`src/rtl/nonce_sweeper.sv`:
```
// Nonce sweep controller for the Hash2 double-SHA-256 core: issues one header per nonce,
// compares each digest against the target and stops on the first hit or at the end of the range.
module nonce_sweeper #(
    parameter int NONCE_W = 32,
    parameter int HDR_W   = 640,
    parameter int DIG_W   = 256
) (
    input  logic               clk,
    input  logic               rst_n,
    input  logic               start,
    input  logic               abort,
    input  logic [HDR_W-1:0]   header_in,
    input  logic [DIG_W-1:0]   target,
    input  logic [NONCE_W-1:0] nonce_start,
    input  logic [NONCE_W-1:0] nonce_end,
    output logic [HDR_W-1:0]   hash_header,
    output logic               hash_start,
    input  logic               hash_done,
    input  logic [DIG_W-1:0]   hash_digest,
    output logic               busy,
    output logic               found,
    output logic [NONCE_W-1:0] found_nonce,
    output logic               exhausted,
    output logic [31:0]        hashes_done
);

    // state | meaning
    // IDLE  | no sweep since reset or abort
    // ISSUE | hash_start pulse for the current nonce
    // WAIT  | waiting for hash_done from the core
    // CHECK | compare registered digest against target, advance nonce
    // DONE  | sweep finished, results held until next start
    typedef enum logic [2:0] {IDLE, ISSUE, WAIT, CHECK, DONE} state_t;

    state_t state, next_state;

    logic [HDR_W-NONCE_W-1:0] hdr;
    logic [DIG_W-1:0]         tgt;
    logic [DIG_W-1:0]         digest;
    logic [DIG_W-1:0]         value;
    logic [NONCE_W-1:0]       nonce;
    logic [NONCE_W-1:0]       nonce_last;
    logic                     load;
    logic                     hit;
    logic                     last;

    // Digest arrives in serialized byte order; the comparison needs it as a big-endian integer.
    always_comb begin
        value = '0;
        for (int b = 0; b < DIG_W / 8; b++) begin
            value[8*b +: 8] = digest[DIG_W-8-8*b +: 8];
        end
    end

    assign hit  = (value <= tgt);
    assign last = (nonce == nonce_last);
    assign load = ((state == IDLE) || (state == DONE)) && start && !abort;

    assign busy        = (state == ISSUE) || (state == WAIT) || (state == CHECK);
    assign hash_start  = (state == ISSUE);
    assign hash_header = {hdr, nonce[7:0], nonce[15:8], nonce[23:16], nonce[31:24]};

    always_comb begin
        next_state = state;
        case (state)
            IDLE, DONE: if (load) next_state = ISSUE;
            ISSUE:      next_state = abort ? IDLE : WAIT;
            WAIT: begin
                if (abort)          next_state = IDLE;
                else if (hash_done) next_state = CHECK;
            end
            CHECK: begin
                if (abort)          next_state = IDLE;
                else if (hit||last) next_state = DONE;
                else                next_state = ISSUE;
            end
            default:    next_state = IDLE;
        endcase
    end

    always_ff @(posedge clk or negedge rst_n) begin
        if (!rst_n) state <= IDLE;
        else        state <= next_state;
    end

    always_ff @(posedge clk or negedge rst_n) begin
        if (!rst_n) begin
            hdr         <= '0;
            tgt         <= '0;
            digest      <= '0;
            nonce       <= '0;
            nonce_last  <= '0;
            found       <= 1'b0;
            found_nonce <= '0;
            exhausted   <= 1'b0;
            hashes_done <= '0;
        end else begin
            if (load) begin
                hdr         <= header_in[HDR_W-1:NONCE_W];
                tgt         <= target;
                nonce       <= nonce_start;
                nonce_last  <= nonce_end;
                found       <= 1'b0;
                exhausted   <= 1'b0;
                hashes_done <= '0;
            end
            if ((state == WAIT) && hash_done && !abort) begin
                digest <= hash_digest;
            end
            if ((state == CHECK) && !abort) begin
                if (hashes_done != 32'hFFFF_FFFF) hashes_done <= hashes_done + 32'd1;
                if (hit) begin
                    found       <= 1'b1;
                    found_nonce <= nonce;
                end else if (last) begin
                    exhausted <= 1'b1;
                end else begin
                    nonce <= nonce + {{(NONCE_W-1){1'b0}}, 1'b1};
                end
            end
        end
    end

endmodule
```
`config.mk`:
```
export PLATFORM = sky130hd
export DESIGN_NAME = nonce_sweeper
export DESIGN_NICKNAME = d
export VERILOG_FILES = /design/src/rtl/nonce_sweeper.sv
export SDC_FILE = /design/constraint.sdc
export NUM_CORES = 2
export LEC_CHECK = 0
export BUFFER_PORTS_ARGS = -buffer_cell sky130_fd_sc_hd__buf_2
export CAP_MARGIN = 20
export CORE_AREA = 8 8 754 756
export CTS_CLUSTER_DIAMETER = 150
export CTS_CLUSTER_SIZE = 24
export DETAILED_ROUTE_END_ITERATION = 6
export DIE_AREA = 0 0 762 764
export MAX_ROUTING_LAYER = met4
export SLEW_MARGIN = 20
export SYNTH_ARGS = -nofsm -noshare
export SYNTH_HDL_FRONTEND = slang
export SYNTH_SLANG_ARGS = --single-unit
export TNS_END_PERCENT = 30
```
`constraint.sdc`:
```
create_clock -name clk -period 10.51 [get_ports clk]
set_input_delay 1.051 -clock clk [delete_from_list [all_inputs] [get_ports clk]]
set_output_delay 1.051 -clock clk [all_outputs]
set_load 0.02 [all_outputs]
```
# Yosys cells after proc, flatten, opt, wreduce, memory -nomap -nowiden
# Index checks and enable logic that the tools add are counted.
# Widths: inputs -> output; s select.
[word_totals] regBits=1253 inputBits=1221 elab_cells=56
[classes] add_sub_neg=2 magnitude_cmp=1 n_eq_ne=8 muxes=21 reduce_logical=14
[op_table] op="$le 256x256->1" n=1
[op_table] op="$mux 32" n=7
[op_table] op="$add 32x1->32 const B" n=2
[op_table] op="$eq 32x32->1" n=1
[op_table] op="$ne 32x32->1 const B" n=1
[op_table] op="$mux 3" n=5
[op_table] op="$pmux 3 s4" n=1
[op_table] op="$mux 1" n=7
[op_table] op="$eq 3x2->1 const B" n=2
[op_table] op="$logic_and 1x1->1" n=5
[op_table] op="$logic_or 1x1->1" n=4
[op_table] op="$reduce_and 2->1" n=2
[op_table] op="$eq 3x1->1 const B" n=1
[op_table] op="$eq 3x3->1 const B" n=1
[op_table] op="$logic_not 3->1" n=1
[op_table] op="$ne 3x3->1 const B" n=1
[op_table] op="$mux 2" n=1
[op_table] op="$ne 2x2->1 const B" n=1
[op_table] op="$reduce_or 2->1" n=1
[op_table] op="$logic_not 1->1" n=1

# Longest topological paths before layout
[depth] word_depth=8 depth_mapped=14

# Worst setup path before layout
# Ideal clock, no wire load.
[synth_timing] kind="register to register" startpoint="register digest[118]" endpoint="register found_nonce[10]" setup_time_ns=0.128 arrival_ns=3.245 t_required_ns=10.382 setup_slack_ns=7.138 stages_incl_launch_ff=14 period_less_slack_ns=3.372 path_cell_list="dfrtp_1 ha_1 nand4_1 or4_1 or4_4 nor4b_2 nand3_1 o211ai_2 nand4b_2 nand2_1 nand2b_1 buf_4 buf_6 mux2_1"
[synth_via] elab_chain_len=2
[synth_lines] element="from (decl)" line_no="39" rtl="logic [DIG_W-1:0] digest;"
[synth_lines] element="from (signal assigned)" line_no="108" rtl="digest <= hash_digest;"
[synth_lines] element="$le 256x256->1" line_no="55" rtl="assign hit = (value <= tgt);"
[synth_lines] element="$reduce_and 2->1 (no line)"
[synth_lines] element="to (signal assigned)" line_no="114" rtl="found_nonce <= nonce;"
[synth_lines] element="to (decl)" line_no="22" rtl="output logic [NONCE_W-1:0] found_nonce,"
# No other way between the ends.
# A chain may end at the register's enable or synchronous reset.

# Final worst setup path
[layout_timing] startpoint="register digest[115]" endpoint="register nonce[11]"
[layout_via] elab_chain_len=3
[layout_lines] element="$le 256x256->1" line_no="55"
[layout_lines] element="$mux 32" line_no="112" rtl="if (hit) begin"
[layout_lines] element="$mux 32" line_no="110" rtl="if ((state == CHECK) && !abort) begin"
[layout_lines] element="to (signal assigned)" line_no="101" rtl="nonce <= nonce_start;"
[layout_lines] element="to (signal assigned)" line_no="118" rtl="nonce <= nonce + {{(NONCE_W-1){1'b0}}, 1'b1};"
[layout_lines] element="to (decl)" line_no="41" rtl="logic [NONCE_W-1:0] nonce;"
# No other way between the ends.

==> results.ini <==
[power_and_ir_drop]
p_int_w=0.0122
power_w=0.0246
swShare_pct=50.4
ir_worst_vdd_mv=0.123
power_frac_seq_pct=35.8
power_frac_comb_pct=47.3
p_leak_nw=37.2
p_per_area_nw_per_um2=321
power_frac_clock_pct=16.9
p_switching_w=0.0124

[worst_setup_path]
critical_path.cell_chain=ha_1 -> nand4_1 -> or4_1 -> or4_4 -> nand2b_1 -> a21oi_1 -> o211ai_1 -> nand4b_2 -> and2_4 -> buf_4 -> o21ai_0 -> o221a_2
start_kind=flip-flop
path_depth=12
r2r-end=nonce[11]
path_class=flip-flop to flip-flop
reg2reg_from=digest[115]
r2r_slack_ns=4.91
critical-path-slowest-cell=or4_4
critPathCapture=nonce[11]
crit_required_ns=11.26
arrival_ns=6.36
worstSetupStartpoint=digest[115]
cp_max_fo=52
ff2ff_path_depth=12
path_buf_inv=1
crit_path_max_incr_delay_ns=0.63
crit_family=simple AND/OR/NAND/NOR gates
end_kind=flip-flop

[drt]
routedWlPerCell_um=31.9
met3_length_um=57900
drt-initial-drc-count=3406
postRouteAntennaNets=0
wl_met1_um=183000
post-route-drc-count=0
wl_met2_um=228000
dr.pass1.iters=5
wl_um=485000
vias=49000
vias_per_cell=3.22
top_layer=met4

[timing]
rsz0062_at_grt=false
whs_ns=0.366
finalCritPeriodShare_pct=53.3
hold_viol=0
max_freq_mhz=178
slew_headroom_pct=22.4
clock_skew_ns=0.0725
min_period_ns=5.60
setup_violations=0
worst_slew_pin_slew_ns=1.15
tns_ns=0
slew_viol_final=0
layout_setup_ws_ns=4.91

[clock_tree]
cts-root-buf=clkbuf_16
numCtsBuffers=89
hold_buffers=0
post_cts_buffers=0
htreeDepth=3
clkSinkCount=1253
clk_pin_slew_ns=0.11
clockBufferDepth=4
cts_tree=done
clk_latency_ns=0.87
cts_repair_resize_count=0

[cells_and_area]
fillers=63700
multi_input_area_um2=20600
ff_latch_area_um2=31400
area_growth_pct=42.1
mostFrequentLayoutCell=nand2_1
drive_above_1_share_pct=32.6
mostFrequentLayoutCells=2278 x nand2_1, 1895 x buf_2, 1253 x dfrtp_1
nets=8806

[worst_hold_path]
hold-path-cell-count=3
hp-class=input pin to flip-flop

[grt]
first_global_vias=49100
track_usage_pct=16.4
grt_remaining_overflow=0
grt_pass1_wl_um=596000
grt_max_degree=173
antenna_found_initial=494

[placed_design]
dp_hpwl_um=424000
gp_congestion=1.04
pre_cts_ws_ns=4.74
io_buffers=1896

[run]
maxCapViolations=0

[floorplanning]
io_pins=1929
initial_utilization_pct=9.71
fp.dieH_um=764
die-width_um=762
die_area_um2=582000
num_rows=274
core-area_um2=556000

[yosys]
synthCells=5532
synth.ff_latch_count=1253
yosys_most_used_dff=dfrtp_1
synthDistinctLibCells=71
netlist_area_um2=53900
synth.avg_cell_area_um2=9.75
ys_warn_count=0
yosysSeqAreaShare_pct=58.1
synth_edf_count=0
syn_nets=7011
ys_async_sr_fraction_pct=100

[outcome]
status=finished, final reports clean

-- cell usage after synthesis, types with 24 or more instances --
master / number / area [um^2]
nand2_1: 2279 / 8550
dfrtp_1: 1253 / 31400
o21ai_0: 303 / 1520
inv_1: 266 / 998
mux2_2: 259 / 2920
ha_1: 258 / 3230
clkbuf_1: 248 / 931
a21oi_1: 120 / 601
nand4_1: 71 / 444
nor2_1: 67 / 251
nand3_1: 65 / 325
xor2_1: 40 / 350
mux2_1: 29 / 327
nor4_1: 24 / 150
-- power by group through the flow --
| stage | clock network, W | registers, W | logic (W) |
|---|---|---|---|
| floorplan | 0 | 0.00982 | 0.00413 |
| global placement | 0 | 0.00887 | 0.0121 |
| detailed placement | 0 | 0.00892 | 0.0121 |
| CTS | 0.00442 | 0.00882 | 0.0121 |
| global route | 0.00452 | 0.00905 | 0.0127 |
| finish | 0.00417 | 0.00880 | 0.0116 |
-- metal layers --
layer	vias up	global-route usage [%]
met3	553	8.23
met2	2431	27.0
met4	0	4.05
met5	-	-
li1	22000	-
met1	24000	17.6
-- through the flow --
stage / utilization [%] / instances / cell area [um^2]
floorplan: - / 5532 / 53900
global placement: 13.0 / 14700 / 72500
detailed placement: 13.0 / 14700 / 72500
CTS: 13.6 / 14800 / 75600
global route: 13.8 / 15200 / 76600
finish: 13.8 / 15200 / 76600
-- tightest hold or removal path, delay by kind of cell --
| family | cells | cell delay, ns |
|---|---|---|
| AOI/OAI and AO/OA | 1 | 0.06 |
| buffers and inverters | 1 | 0.07 |
| and+or+nand+nor | 1 | 0.03 |
-- registers in the layout, indices dropped and copies added (netlist names) --
signal	cells
nonce_last	32
digest	256
tgt	256
found	1
exhausted	1
hdr	608
found_nonce	32
nonce	32
state	3
hashes_done	32
-- cells by family (layout without fill, tap and decap cells) --
group,Yosys count,after routing,synth area share (%)
multiplexers,296,296,6.16
other,0,399,0
flip-flops,1253,1253,58.1
adder cells (fa/ha/maj),258,258,5.98
XOR/XNOR,42,42,0.682
AND/OR/NAND/NOR,2595,2595,19.1
AO/OA/AOI/OAI,559,559,6.07
buffers and inverters,529,2369,3.83
-- final cells by class --
class,instances,area share (%)
well taps,7452,12.2
clock inverters,44,1.06
clock buffers,92,2.98
flip-flops and latches,1253,40.9
multi-input cells,3750,26.9
repair buffers,1967,13.4
inverters,266,1.30
diodes,399,1.30
-- how the worst min path moves through the flow --
stage	to	from	slack (ns)
after floorplan	tgt[0]	tgt[0]	0.45
after global placement	hdr[329]	hdr[329]	0.45
after detailed placement	hdr[484]	hdr[484]	0.46
after CTS	hdr[2]	rst_n	0.005
after global routing	hdr[576]	header_in[608]	0.27
final	tgt[40]	target[40]	0.37
Power figures use the tool's default switching activity.
